<file path="src/rtl/alu_result_select_pipe_pkg.sv">
// Shared types and constants for the ALU result-select pipeline.
// The skid state encoding is {out_valid, skid_valid}; 2'b01 is unreachable.
package alu_sel_pkg;

   localparam int unsigned ALU_WIDTH  = 32;
   localparam int unsigned ALU_NUM_IN = 8;
   localparam int unsigned ALU_CNT_W  = 16;

   localparam logic [1:0] EMPTY = 2'b00;
   localparam logic [1:0] ONE   = 2'b10;
   localparam logic [1:0] FULL  = 2'b11;

   typedef enum logic [1:0] {
      ST_EMPTY = EMPTY,
      ST_ONE   = ONE,
      ST_FULL  = FULL
   } skid_state_e;

   typedef struct packed {
      logic [ALU_WIDTH-1:0] data;
      logic                 zero;
      logic                 sel_err;
   } beat_t;

endpackage

</file>
<file path="src/rtl/alu_result_select_pipe_if.sv">
// Handshake bundle between the ALU units, the selector and writeback.
// master drives the selector inputs; slave is the selector side.
interface alu_result_select_pipe_if
   import alu_sel_pkg::*;
#(
   parameter int unsigned WIDTH  = ALU_WIDTH,
   parameter int unsigned NUM_IN = ALU_NUM_IN,
   parameter int unsigned CNT_W  = ALU_CNT_W
);
   localparam int unsigned SEL_W = $clog2(NUM_IN);

   logic                    flush;
   logic                    in_valid;
   logic                    in_ready;
   logic [SEL_W-1:0]        in_sel;
   logic [NUM_IN*WIDTH-1:0] in_data;
   logic                    out_valid;
   logic                    out_ready;
   logic [WIDTH-1:0]        out_data;
   logic                    out_zero;
   logic                    out_sel_err;
   logic [CNT_W-1:0]        beat_cnt;

   modport master (
      output flush, in_valid, in_sel, in_data, out_ready,
      input  in_ready, out_valid, out_data, out_zero, out_sel_err, beat_cnt
   );

   modport slave (
      input  flush, in_valid, in_sel, in_data, out_ready,
      output in_ready, out_valid, out_data, out_zero, out_sel_err, beat_cnt
   );

endinterface

</file>
<file path="src/rtl/alu_result_select_pipe_skid.sv">
// Generic 2-entry valid/ready skid buffer: output register plus one skid slot.
// Ready is decoded from registered state only, so there is no ready-to-ready path.
module result_skid_stage
   import alu_sel_pkg::*;
#(
   parameter type T = beat_t
) (
   input  logic clk,
   input  logic rst_n,
   input  logic i_flush,
   input  logic i_valid,
   output logic o_ready,
   input  T     i_data,
   output logic o_valid,
   input  logic i_ready,
   output T     o_data
);

   skid_state_e r_state;
   skid_state_e w_state_nxt;
   T            r_out;
   T            r_skid;
   T            w_out_nxt;
   T            w_skid_nxt;
   logic        w_accept;
   logic        w_emit;

   assign o_ready  = (r_state != ST_FULL);
   assign o_valid  = (r_state != ST_EMPTY);
   assign o_data   = r_out;
   assign w_accept = i_valid && o_ready;
   assign w_emit   = o_valid && i_ready;

   always_ff @(posedge clk or negedge rst_n) begin
      if (!rst_n) begin
         r_state <= ST_EMPTY;
         r_out   <= '0;
         r_skid  <= '0;
      end else begin
         r_state <= w_state_nxt;
         r_out   <= w_out_nxt;
         r_skid  <= w_skid_nxt;
      end
   end

   // Flush wins over any accept; an emit on the same edge has already completed.
   always_comb begin
      w_state_nxt = r_state;
      w_out_nxt   = r_out;
      w_skid_nxt  = r_skid;
      if (i_flush) begin
         w_state_nxt = ST_EMPTY;
      end else begin
         case (r_state)
            ST_EMPTY: begin
               if (w_accept) begin
                  w_state_nxt = ST_ONE;
                  w_out_nxt   = i_data;
               end
            end
            ST_ONE: begin
               if (w_accept && w_emit) begin
                  w_out_nxt = i_data;
               end else if (w_accept) begin
                  w_state_nxt = ST_FULL;
                  w_skid_nxt  = i_data;
               end else if (w_emit) begin
                  w_state_nxt = ST_EMPTY;
               end
            end
            ST_FULL: begin
               if (w_emit) begin
                  w_state_nxt = ST_ONE;
                  w_out_nxt   = r_skid;
               end
            end
            default: w_state_nxt = ST_EMPTY;
         endcase
      end
   end

endmodule

</file>
<file path="src/rtl/alu_result_select_pipe.sv">
// NUM_IN:1 ALU result selector with zero/select-error flags, a registered
// handshaked output through a 2-entry skid stage, and an accepted-beat counter.
module alu_result_select_pipe
   import alu_sel_pkg::*;
#(
   parameter int unsigned WIDTH  = ALU_WIDTH,
   parameter int unsigned NUM_IN = ALU_NUM_IN,
   parameter int unsigned CNT_W  = ALU_CNT_W
) (
   input logic                     clk,
   input logic                     rst_n,
   alu_result_select_pipe_if.slave io
);

   localparam int unsigned SEL_W = $clog2(NUM_IN);

   typedef struct packed {
      logic [WIDTH-1:0] data;
      logic             zero;
      logic             sel_err;
   } beat_w_t;

   logic             w_sel_err;
   logic [WIDTH-1:0] w_word;
   beat_w_t          w_in_beat;
   beat_w_t          w_out_beat;
   logic             w_in_ready;
   logic [CNT_W-1:0] r_beat_cnt;

   // Out-of-range selects (possible when NUM_IN is not a power of 2) yield zero.
   always_comb begin
      w_sel_err = ({1'b0, io.in_sel} >= (SEL_W+1)'(NUM_IN));
      w_word    = '0;
      for (int unsigned k = 0; k < NUM_IN; k++) begin
         if (io.in_sel == SEL_W'(k)) begin
            w_word = io.in_data[k*WIDTH +: WIDTH];
         end
      end
   end

   assign w_in_beat.data    = w_word;
   assign w_in_beat.zero    = (w_word == '0);
   assign w_in_beat.sel_err = w_sel_err;

   result_skid_stage #(
      .T(beat_w_t)
   ) u_skid (
      .clk     (clk),
      .rst_n   (rst_n),
      .i_flush (io.flush),
      .i_valid (io.in_valid),
      .o_ready (w_in_ready),
      .i_data  (w_in_beat),
      .o_valid (io.out_valid),
      .i_ready (io.out_ready),
      .o_data  (w_out_beat)
   );

   // Counts every accept, including one dropped by a simultaneous flush.
   always_ff @(posedge clk or negedge rst_n) begin
      if (!rst_n) begin
         r_beat_cnt <= '0;
      end else if (io.in_valid && w_in_ready) begin
         r_beat_cnt <= r_beat_cnt + CNT_W'(1);
      end
   end

   assign io.in_ready    = w_in_ready;
   assign io.out_data    = w_out_beat.data;
   assign io.out_zero    = w_out_beat.zero;
   assign io.out_sel_err = w_out_beat.sel_err;
   assign io.beat_cnt    = r_beat_cnt;

endmodule

</file>
<file path="src/flat_wrapper.sv">
// flat-port wrapper written by rule: the top's interface ports become plain ports
module alu_result_select_pipe_flat import alu_sel_pkg::*;
#(
   parameter int unsigned WIDTH  = ALU_WIDTH,
   parameter int unsigned NUM_IN = ALU_NUM_IN,
   parameter int unsigned CNT_W  = ALU_CNT_W
)
  (clk, rst_n, io_flush, io_in_valid, io_in_sel, io_in_data, io_out_ready, io_in_ready, io_out_valid, io_out_data, io_out_zero, io_out_sel_err, io_beat_cnt);
  alu_result_select_pipe_if #(.WIDTH(WIDTH), .NUM_IN(NUM_IN), .CNT_W(CNT_W)) io_i ();
  input logic clk;
  input logic rst_n;
  input wire logic [$bits(io_i.flush)-1:0] io_flush;
  input wire logic [$bits(io_i.in_valid)-1:0] io_in_valid;
  input wire logic [$bits(io_i.in_sel)-1:0] io_in_sel;
  input wire logic [$bits(io_i.in_data)-1:0] io_in_data;
  input wire logic [$bits(io_i.out_ready)-1:0] io_out_ready;
  output wire logic [$bits(io_i.in_ready)-1:0] io_in_ready;
  output wire logic [$bits(io_i.out_valid)-1:0] io_out_valid;
  output wire logic [$bits(io_i.out_data)-1:0] io_out_data;
  output wire logic [$bits(io_i.out_zero)-1:0] io_out_zero;
  output wire logic [$bits(io_i.out_sel_err)-1:0] io_out_sel_err;
  output wire logic [$bits(io_i.beat_cnt)-1:0] io_beat_cnt;
  assign io_i.flush = io_flush;
  assign io_i.in_valid = io_in_valid;
  assign io_i.in_sel = io_in_sel;
  assign io_i.in_data = io_in_data;
  assign io_i.out_ready = io_out_ready;
  assign io_in_ready = io_i.in_ready;
  assign io_out_valid = io_i.out_valid;
  assign io_out_data = io_i.out_data;
  assign io_out_zero = io_i.out_zero;
  assign io_out_sel_err = io_i.out_sel_err;
  assign io_beat_cnt = io_i.beat_cnt;
  alu_result_select_pipe #(.WIDTH(WIDTH), .NUM_IN(NUM_IN), .CNT_W(CNT_W)) u_core (.clk(clk), .rst_n(rst_n), .io(io_i));
endmodule
</file>
<file path="config.mk">
export PLATFORM = sky130hd
export DESIGN_NAME = alu_result_select_pipe_flat
export DESIGN_NICKNAME = d
export VERILOG_FILES = /design/src/rtl/alu_result_select_pipe_pkg.sv /design/src/rtl/alu_result_select_pipe_if.sv /design/src/rtl/alu_result_select_pipe_skid.sv /design/src/rtl/alu_result_select_pipe.sv /design/src/flat_wrapper.sv
export SDC_FILE = /design/constraint.sdc
export NUM_CORES = 1
export LEC_CHECK = 0
export ABC_AREA = 1
export CORE_AREA = 10 10 128 130
export DETAILED_ROUTE_END_ITERATION = 10
export DIE_AREA = 0 0 138 140
export PLACE_DENSITY = 0.86
export SLEW_MARGIN = 20
export SYNTH_ARGS = -nofsm -noshare
export SYNTH_HDL_FRONTEND = slang
export SYNTH_SLANG_ARGS = --single-unit
</file>
<file path="constraint.sdc">
create_clock -name clk -period 4.25 [get_ports clk]
set_clock_uncertainty 0.1 [all_clocks]
set_input_delay 0.85 -clock clk [delete_from_list [all_inputs] [get_ports clk]]
set_output_delay 0.85 -clock clk [all_outputs]
set_load 0.01 [all_outputs]
</file>
-- Word-level counts from Yosys, hierarchy flattened
Index checks and enable logic that the tools add are counted.
- register bits after elaboration: 85
- bits in latches: 0
- memory bits (writable): 0
- ROM bits: 0
- input port bits: 264
- logic and storage cells: 57
- memories: 0
- add/subtract/negate cells: 1
- $mul: 0
- div/mod/pow operators: 0
- magnitude comparators: 0
- equal/unequal tests: 17
- shift operators: 0
- mux-type cells: 19
- bitwise logic cells: 2
- reduce and logical (&&, ||, !) cells: 11
- operators by type and width (cell ; number):
    32-bit 2-to-1 mux ; 8
    34-bit 2-to-1 mux ; 3
    34-bit case mux with 3 select lines ; 1
    32-bit logical NOT ; 1
    16-bit by 1-bit adder with 16-bit output (second input constant) ; 1
    3-bit == test (second input constant) ; 4
    2-bit 2-to-1 mux ; 6
    3-bit inequality test (second input constant) ; 3
    2-bit inequality test (second input constant) ; 4
    4-bit AND reduction ; 2
    3-bit by 2-bit == test with 1-bit output (second input constant) ; 2
    2-bit case mux with 3 select lines ; 1
    5-bit AND reduction ; 1
    2-bit == test (second input constant) ; 2
    4-bit inequality test (second input constant) ; 1
    3-bit by 1-bit == test with 1-bit output (second input constant) ; 1
    1-bit logical AND ; 3
    3-bit logical NOT ; 1
    3-bit nonzero test ; 1
    2-bit logical NOT ; 1
    1-bit inverter ; 2
    2-bit nonzero test ; 1

-- Longest topological paths before layout
Gate-level depths: netlist of the first run.
- word-level depth: 12
- depth in mapped cells: 16
- mapped depth without buffers: 15

-- Modules after synthesis
Synthesis of the first run repeated with hierarchy kept, for this count alone.
- cells, all modules: 884
- area total of the unflattened synthesis: 6148.4 um^2
- by module, submodules not included (module ; times used ; cells an instance ; area each (um^2)):
    result_skid_stage ; 1 ; 343 ; 3185.6
    alu_result_select_pipe ; 1 ; 541 ; 2962.8

-- Worst setup path before layout of the first run
Ideal clock, no wire load.
- path kind: in2reg
- start: input io_in_sel[1]
- end: register u_core.u_skid.r_out (netlist bit u_core.u_skid.o_data[1])
- setup time: 0.116 ns
- data arrival time: 2.214 ns
- slack: 1.820 ns
- cell stages on the path: 15
- buffers on the path: 2
- path through: buf_2 inv_2 nor3_2 clkbuf_1 nand2_1 nand4_1 nor2_1 nand2_1 nor2_1 nand2_1 nor2_1 nand2_1 nand2_1 nand2_1 nand2_1
- word-level cells in the longest chain between the ends: 12
- elaborated cells between the ends (all ways): 20
- classes of those cells: 7 x eq/ne; 11 x mux; 2 x reduce/logical
- RTL lines (item ; RTL line ; RTL):
    start: declaration ; flat_wrapper.sv:14 ; input wire logic [$bits(io_i.in_sel)-1:0] io_in_sel;
    3-bit logical NOT ; alu_result_select_pipe.sv:35 ; if (io.in_sel == SEL_W'(k)) begin
    32-bit 2-to-1 mux (7 in a row) ; alu_result_select_pipe.sv:35 ;
    32-bit 2-to-1 mux * ; alu_result_select_pipe.sv:35 ;
    32-bit logical NOT * ; alu_result_select_pipe.sv:42 ; assign w_in_beat.zero = (w_word == '0);
    34-bit 2-to-1 mux (on tied branches) ; alu_result_select_pipe_skid.sv:62, alu_result_select_pipe_skid.sv:56 ;
    34-bit case mux with 3 select lines * ; alu_result_select_pipe_skid.sv:54 ; case (r_state)
    end signal: assignment ; alu_result_select_pipe_skid.sv:41 ; r_out <= w_out_nxt;
    end: declaration ; alu_result_select_pipe_skid.sv:21 ; T r_out;
Mark *: on every way between the ends. The rest lies on a longest branch, timed or not. The select of a mux whose other input is x is not followed.
A chain may end at the register's enable or synchronous reset.

-- Final worst setup path of the first run
- start: input io_in_sel[0]
- end: register u_core.u_skid.r_out (netlist bit u_core.u_skid.o_data[1])
Same word-level chain as after synthesis.

==> flow_summary.toml, run 1 <==
[run_status]
status = "finished, final reports clean"

[worst_setup_path]
critPathMaxFanout = 32
required_ns = 4.37
r2r_slack_ns = 1.63
cp-start-kind = "input pin"
critPathArrivalTime_ns = 3.58
end_kind = "register"
critPathKind = "input pin to register"

[routing]
drc = 0
drt_pass1_iterations = 5
drtAntennaViolNets = 0
viasPerCell = 5.24
wire_per_inst_microns = 19.3
wl_microns = 26700
vias = 7237
drt_iter0_markers = 603

[die]
die_x_microns = 138
core_sq_mm = 0.0138
die-area_sq_mm = 0.0193
start_util_pct = 42.6
die_y_microns = 140
std_cell_rows = 43
io_pins = 316

[clock_network]
hold_buffers = 0
cts_root_buffer = "clkbuf_16"
tritoncts = "done"
post_cts.repair.setup_buffers = 0
htreeDepth = 3
clk_pin_slew_ns = 0.06
clk_path_buf_depth = 2
post_cts_resized = 0
clk_latency_ns = 0.33
numCtsBuffers = 9
clock_sinks = 84

[placed_design]
gp_congestion = 1.03
dp_hpwl_microns = 22500
io_buffers = 314
dpl-instance-area_sq_mm = 0.00909

[yosys]
syn_area_sq_mm = 0.00587
synth_nets = 1182
synth_cells = 913
avgSynthCellArea_sq_um = 6.42
synth.area.top_cells = "dfrtp_1, nand2_1, nor2_1, nand4_1, nand3_1"
synth-seq-cells = 84
synthDistinctLibCells = 25
synth_seq_area_share_pct = 35.8
ys_warn_count = 0
synth_top_area_cell = "dfrtp_1"
yosysTopAreaCellShare_pct = 35.8

[sta]
rsz0062_at_grt = "no"
setup_viol_count_final = 0
tightest_slew_ns = 1.07
period_minus_slack_ns = 3.46
max_freq_mhz = 289
fin_crit_sh_pct = 81.4
hold_viol = 0
relSlewSlack_pct = 28.7
finalSetupTns_ns = 0
fin_hold_ws_ns = 0.375
slew_viol_final = 0

[job]
cap_viol_max_count = 0

[global_route]
grt_pass1_wl_microns = 41300
grt_max_degree = 85
grt_pass1_vias = 7071
antenna_found_initial = 4
gr-total-overflow = 0
track_usage_pct = 26.4

[finish]
syn_to_final_growth_pct = 60.1
fin_area_sq_mm = 0.00939
drive_gt1_share_pct = 3.68
nets = 1461
final_core_util_pct = 68.2

[power_and_ir_drop]
leakage_uw = 0.00429
p_per_area_mw_per_mm2 = 374
p_total_uw = 3510
peakVddDrop_mv = 0.213

[hold_path]
hold_class = "register to register"
cells in the final DEF (no fill, tap or decap), drive strengths merged:
cell type and n:
nor3 10, inv 83, xor2 11, clkinvlp 1
bufinv 1, conb 1, nor2 175, clkdlybuf4s50 313
or2 1, nand3 70, o211ai 1, nand2 219
buf 16, xnor2 4, ha 5, a21oi 34
o21ai 66, diode 4, clkinv 2, dfrtp 84
nand4 88, clkbuf 11
layer usage:
metal / wire length, microns / track usage [%]
met4: 609 / 8.66
met5: 0 / 0
met2: 13200 / 45.3
met3: 2530 / 7.64
met1: 10300 / 31.0
stage by stage:
| stage | worst slack [ns] | cells |
|---|---|---|
| 4_1_cts | 0.842 | 1376 |
| 3_5_place_dp | 0.531 | 1361 |
| 5_1_grt | 0.536 | 1380 |
| 2_1_floorplan | 1.82 | 913 |
| 3_3_place_gp | 0.586 | 1361 |
| 6_report | 0.789 | 1380 |
cell type report:
class                   instances  area (sq um)
diodes                          4          10.0
clock buffers                  11           233
clock inverters                 4          51.3
fillers                      1228          4380
inverters                      83           312
multi-input cells             685          3190
flip-flops and latches         84          2100
well taps                     180           225
repair buffers                329          3270
path summary, 6_finish.rpt:
path / end / start / cells after the start
min in group asynchronous: u_core.u_skid.o_data[18]$_DFFE_PN0P_ / rst_n / 1
hold reg to reg: u_core.io.beat_cnt[15]$_DFFE_PN0P_ / u_core.io.beat_cnt[15]$_DFFE_PN0P_ / 1
setup reg to reg: u_core.u_skid.o_data[16]$_DFFE_PN0P_ / u_core.u_skid.r_state[0]$_DFFE_PN0P_ / 11
max in group asynchronous: u_core.u_skid.r_skid[11]$_DFFE_PN0P_ / rst_n / 1
hold / removal: u_core.io.beat_cnt[15]$_DFFE_PN0P_ / u_core.io.beat_cnt[15]$_DFFE_PN0P_ / 1
setup / recovery: u_core.u_skid.o_data[1]$_DFFE_PN0P_ / io_in_sel[0] / 15
cells by family after synthesis:
family | count (synthesis) | share of synthesized area [%]
fa+ha+maj | 5 | 1.07
compound gates | 101 | 8.66
simple gates | 563 | 42.0
flops | 84 | 35.8
xor+xnor | 15 | 2.24
buf+inv | 144 | 10.1
other cells | 1 | 0.0639
state kept, by name, indices dropped and copies added, names as in the netlist:
name	flops
u_core.io.beat_cnt	16
u_core.u_skid.o_data	33
u_core.u_skid.r_skid	33
u_core.u_skid.r_state	2
critical path, cell delays in order:
cell and delay, ns:
clkdlybuf4s50_1 0.56, nor2_2 0.70, nand2_1 0.14, inv_2 0.46, nand2_1 0.12, nand4_1 0.13, nor2_1 0.08, nand2_1 0.11
nor2_1 0.06, nand2_1 0.06, nor2_1 0.04, nand2_1 0.08, nand2_1 0.05, nand2_1 0.06, nand2_1 0.06
where the power goes:
part / total, uW / leakage, uW / internal, uW / switching (uW)
sequential: 1300 / 0.00106 / 1110 / 192
clock: 750 / 0.000136 / 452 / 298
combinational: 1460 / 0.00309 / 752 / 711
cell usage after synthesis:
cell,n
nand2_2,1
buf_4,2
nand2_1,218
buf_6,3
or2_1,1
a21oi_1,34
nor3_1,5
xnor2_1,4
inv_1,77
o211ai_1,1
nand3_1,70
dfrtp_1,84
o21ai_0,65
inv_2,6
buf_1,6
conb_1,1
nor2_2,1
ha_1,5
nor3_2,5
o21ai_1,1
nor2_1,174
nand4_1,88
buf_2,17
clkbuf_1,33
xor2_1,11
Power figures use the tool's default switching activity.
==> run 2, diff against run 1 <==
--- a/config.mk
+++ b/config.mk
@@ -6,10 +6,10 @@
 export NUM_CORES = 1
 export LEC_CHECK = 0
 export ABC_AREA = 1
-export CORE_AREA = 10 10 128 130
+export CORE_AREA = 10 10 133 135
 export DETAILED_ROUTE_END_ITERATION = 10
-export DIE_AREA = 0 0 138 140
-export PLACE_DENSITY = 0.86
+export DIE_AREA = 0 0 143 145
+export PLACE_DENSITY = 0.8
 export SLEW_MARGIN = 20
 export SYNTH_ARGS = -nofsm -noshare
 export SYNTH_HDL_FRONTEND = slang
==> constraint.sdc (replaced) <==
create_clock -name clk -period 3.3 [get_ports clk]
set_clock_uncertainty 0.1 [all_clocks]
set_input_delay 0.66 -clock clk [delete_from_list [all_inputs] [get_ports clk]]
set_output_delay 0.66 -clock clk [all_outputs]
set_load 0.01 [all_outputs]
==> flow_summary.toml, run 2 (same netlist as run 1, synthesis figures left out) <==
[run_status]
status = "finished, final reports clean"

[worst_setup_path]
cp_cell_sequence = "clkdlybuf4s50_1 -> nor2_4 -> nand2_1 -> inv_2 -> nand2_1 -> nand4_1 -> nor2_1 -> nand2_1 -> nor2_1 -> nand2_1 -> nor2_1 -> nand2_1 -> nand2_1 -> nand2_1 -> nand2_1"
critPathArrivalTime_ns = 3.09
critPathMaxFanout = 32
critPathKind = "input pin to register"
end_kind = "register"
worst-path-buf-inv = 2
crit_path_max_incr_delay_ns = 0.52
cp_slowest_cell = "clkdlybuf4s50_1"
required_ns = 3.44
cp-start-kind = "input pin"
critPathTopFamily = "simple AND/OR/NAND/NOR gates"
crit_top_cell = "nand2_1"

[die]
io_pins = 316
die_y_microns = 145
die_x_microns = 143
die-area_sq_mm = 0.0207
core_sq_mm = 0.0150
std_cell_rows = 45
start_util_pct = 39.0

[finish]
nets = 1473
syn_to_final_growth_pct = 63.1
num-fill-cells = 1399
drive_gt1_share_pct = 4.96
final_core_util_pct = 63.6
layout_commonest_cell = "clkdlybuf4s50_1"
layout_common_cells = "clkdlybuf4s50_1, nand2_1, nor2_1"

[global_route]
antenna_found_initial = 7
grt_pass1_vias = 7234
track_usage_pct = 25.9
gr-total-overflow = 0
grt_pass1_wl_microns = 41800
grt_max_degree = 85

[clock_network]
post_cts.repair.setup_buffers = 0
post_cts_resized = 0
tritoncts = "done"
numCtsBuffers = 9
htreeDepth = 3
clk_latency_ns = 0.34
clk_pin_slew_ns = 0.06
cts_root_buffer = "clkbuf_16"
clock_sinks = 84
hold_buffers = 0
clk_path_buf_depth = 2

[power_and_ir_drop]
netSwitchingPower_uw = 1610
peakVddDrop_mv = 0.329
p_comb_share_pct = 42.0
leakage_uw = 0.00437
clockPowerShare_pct = 21.5
switching_share_pct = 35.1
p_per_area_mw_per_mm2 = 480
power_frac_seq_pct = 36.5
p_int_uw = 2980

[routing]
drt_pass1_iterations = 5
wl_microns = 27800
drt_iter0_markers = 551
drtAntennaViolNets = 0
vias = 7303
wire_per_inst_microns = 19.8
viasPerCell = 5.20
drc = 0

[sta]
period_minus_slack_ns = 2.95
setup_viol_count_final = 0
fin_crit_sh_pct = 89.5
fin_hold_ws_ns = 0.238
max_freq_mhz = 339
rsz0062_at_grt = "no"
relSlewSlack_pct = 49.4
hold_viol = 0
slew_viol_final = 0
tightest_slew_ns = 0.760

[placed_design]
io_buffers = 314
gp_congestion = 0.986
dp_hpwl_microns = 23200

[hold_path]
hold_class = "input pin to asynchronous set/reset pin"

[job]
cap_viol_max_count = 0
run 2: changes by cell type in the layout (fill, tap and decap cells not counted), moves of 2 or more:
cell,delta
diode_2,+3
clkinv_4,+2
clkbuf_1,-2
buf_4,+9
clkbuf_8,+2
run 2: through the flow:
step                setup WS [ns]  total power (uW)  instances  setup TNS, ns  instance area [sq um]
floorplan                    1.06              2510        913              0                   5870
global placement           -0.230              3580       1380         -0.715                   9200
detailed placement         -0.255              3620       1380          -1.48                   9200
CTS                        0.0997              4610       1396              0                   9500
global route               0.0639              4910       1403              0                   9560
finish                      0.347              4590       1404              0                   9570
run 2: final timing paths:
path | start | endpoint | slack [ns] | depth (start not counted)
min reg2reg | u_core.u_skid.o_data[19]$_DFFE_PN0P_ | u_core.u_skid.o_data[19]$_DFFE_PN0P_ | 0.38 | 2
min | rst_n | u_core.u_skid.o_data[29]$_DFFE_PN0P_ | 0.24 | 1
max in group asynchronous | rst_n | u_core.io.beat_cnt[3]$_DFFE_PN0P_ | 2.32 | 1
min in group clk | u_core.u_skid.o_data[19]$_DFFE_PN0P_ | u_core.u_skid.o_data[19]$_DFFE_PN0P_ | 0.38 | 2
max reg2reg | u_core.u_skid.r_state[0]$_DFFE_PN0P_ | u_core.io.beat_cnt[15]$_DFFE_PN0P_ | 1.00 | 10
max | io_in_sel[1] | u_core.u_skid.o_data[1]$_DFFE_PN0P_ | 0.35 | 15
run 2: metal layers:
layer / vias to the layer above / GRT usage (%) / wire length [microns]
li1: 3575 / - / -
met1: 3264 / 30.9 / 10500
met2: 411 / 41.5 / 13500
met3: 53 / 9.06 / 2950
met4: 0 / 10.4 / 865
met5: - / 0 / 0
run 2: power by group through the flow:
| stage | logic (uW) | clock network, uW | registers [uW] |
|---|---|---|---|
| CTS | 1940 | 1000 | 1670 |
| global placement | 1900 | 0 | 1670 |
| finish | 1930 | 987 | 1670 |
| global route | 2140 | 1050 | 1720 |
| detailed placement | 1930 | 0 | 1680 |
| floorplan | 768 | 0 | 1740 |
run 2: final cells by class:
cell class              count  area [sq um]  share of cell area, %
repair buffers            341          3400                   35.5
multi-input cells         685          3200                   33.5
flip-flops and latches     84          2100                   22.0
inverters                  83           313                   3.27
clock buffers              11           253                   2.64
well taps                 188           235                   2.46
clock inverters             5          45.0                  0.471
diodes                      7          17.5                  0.183
==> run 3, diff against run 2 <==
--- a/config.mk
+++ b/config.mk
@@ -6,10 +6,12 @@
 export NUM_CORES = 1
 export LEC_CHECK = 0
 export ABC_AREA = 1
-export CORE_AREA = 10 10 133 135
+export CELL_PAD_IN_SITES_DETAIL_PLACEMENT = 1
+export CELL_PAD_IN_SITES_GLOBAL_PLACEMENT = 2
+export CORE_AREA = 10 10 187 189
 export DETAILED_ROUTE_END_ITERATION = 10
-export DIE_AREA = 0 0 143 145
-export PLACE_DENSITY = 0.8
+export DIE_AREA = 0 0 197 199
+export PLACE_DENSITY = 0.79
 export SLEW_MARGIN = 20
 export SYNTH_ARGS = -nofsm -noshare
 export SYNTH_HDL_FRONTEND = slang
==> flow_summary.toml, run 3 (same netlist as run 1, synthesis figures left out) <==
[run_status]
status = "finished, final reports clean"

[clock_network]
post_cts_resized = 0
clock_sinks = 84
numCtsBuffers = 9
post_cts.repair.setup_buffers = 0
clk_pin_slew_ns = 0.06
hold_buffers = 0
clk_latency_ns = 0.34
clk_path_buf_depth = 2
htreeDepth = 3
cts_root_buffer = "clkbuf_16"
tritoncts = "done"

[worst_setup_path]
critPathArrivalTime_ns = 3.16
cp-start-kind = "input pin"
end_kind = "register"
required_ns = 3.47
critPathKind = "input pin to register"
worst_r2r_path_depth = 10
critPathMaxFanout = 18

[finish]
drive_gt1_share_pct = 7.11
multi_input_area_sq_mm = 0.00319
layout_commonest_cell = "clkdlybuf4s50_1"
regArea_sq_mm = 0.00210
num-fill-cells = 3873
syn_to_final_growth_pct = 72.6
nets = 1502
final_core_util_pct = 32.4
layout_common_cells = "clkdlybuf4s50_1, nand2_1, nor2_1"

[global_route]
grt_max_degree = 68
grt_pass1_vias = 8078
antenna_found_initial = 4
track_usage_pct = 16.1
gr-total-overflow = 0
grt_pass1_wl_microns = 48500

[sta]
worst_slack_ns = 0.310
slew_viol_final = 0
fin_crit_sh_pct = 90.6
setup_viol_count_final = 0
max_freq_mhz = 334
hold_viol = 0
tightest_slew_ns = 0.719
rsz0062_at_grt = "no"
relSlewSlack_pct = 52.1
period_minus_slack_ns = 2.99

[routing]
wire_per_inst_microns = 19.4
vias = 7218
drt_iter0_markers = 275
drtAntennaViolNets = 0
viasPerCell = 4.39
drc = 0
drt_pass1_iterations = 6
wl_microns = 31900

[die]
start_util_pct = 18.8
std_cell_rows = 65
core_sq_mm = 0.0312
die_x_microns = 197
die_y_microns = 199
die-area_sq_mm = 0.0392
io_pins = 316

[hold_path]
hold_class = "input pin to asynchronous set/reset pin"

[power_and_ir_drop]
leakage_uw = 0.00454
p_total_uw = 4810
p_per_area_mw_per_mm2 = 475
peakVddDrop_mv = 0.253

[placed_design]
gp_congestion = 0.874
dp_hpwl_microns = 26900
pre_cts_slack_ns = -0.117
io_buffers = 314

[job]
cap_viol_max_count = 0
-- run 3: changes by cell type in the layout (fill, tap and decap cells not counted), sizes merged --
cell / delta
diode: -4
bufinv: +1
dlymetal6s2s: -1
clkbuf: +2
buf: +29
clkdlybuf4s50: +1
clkinv: -3
-- run 3: where the power goes --
group / leakage (uW) / switching, uW / total, uW / internal [uW]
Combinational: 0.00332 / 997 / 2040 / 1040
Sequential: 0.00106 / 251 / 1680 / 1430
Clock: 0.000158 / 423 / 1090 / 669
Total: 0.00454 / 1670 / 4810 / 3140
-- run 3: layer usage --
metal	part of all wire (%)	vias up	GRT usage, %
met1	42	3371	18.7
met5	0.066	-	0
met3	7.3	20	4.97
met4	1.1	4	3.19
met2	50	201	28.4
li1	-	3622	-
-- run 3: cell type report --
type	count	share of cell area, %
diodes	3	0.0742
clock buffers	13	2.77
clock inverters	3	0.420
inverters	83	3.08
multi-input cells	685	31.5
flip-flops and latches	84	20.8
well taps	402	4.97
repair buffers	370	36.4
-- run 3: final timing paths --
| kind | endpoint | start | slack, ns |
|---|---|---|---|
| setup / recovery | u_core.u_skid.o_data[1]$_DFFE_PN0P_ | io_in_sel[0] | 0.31 |
| hold / removal | u_core.u_skid.o_data[29]$_DFFE_PN0P_ | rst_n | 0.27 |
| hold reg to reg | u_core.io.beat_cnt[15]$_DFFE_PN0P_ | u_core.io.beat_cnt[15]$_DFFE_PN0P_ | 0.38 |
| max in group asynchronous | u_core.u_skid.o_data[3]$_DFFE_PN0P_ | rst_n | 2.15 |
| min in group clk | u_core.io.beat_cnt[15]$_DFFE_PN0P_ | u_core.io.beat_cnt[15]$_DFFE_PN0P_ | 0.38 |
| setup reg to reg | u_core.io.beat_cnt[15]$_DFFE_PN0P_ | u_core.u_skid.r_state[1]$_DFFE_PN0P_ | 0.87 |
-- run 3: worst max-delay path, stage by stage --
cell,delay (ns)
clkdlybuf4s50_1,0.57
inv_2,0.20
buf_4,0.26
nand4_1,0.09
nand3_1,0.09
nor2_1,0.19
nand4_1,0.11
nor2_1,0.35
nand2_1,0.10
nor2_1,0.11
nand2_1,0.09
nor2_1,0.09
nand2_1,0.07
nand2_1,0.06
nand2_1,0.05
nand2_1,0.05
-- run 3: per-stage QoR --
step	setup TNS, ns	cells	hold WS, ns	cell area [sq um]
global placement	-0.143	1624	0.365	9790
CTS	0	1640	0.306	10100
floorplan	0	913	0.264	5870
detailed placement	-0.201	1624	0.372	9790
finish	0	1643	0.267	10100
global route	0	1641	0.312	10100
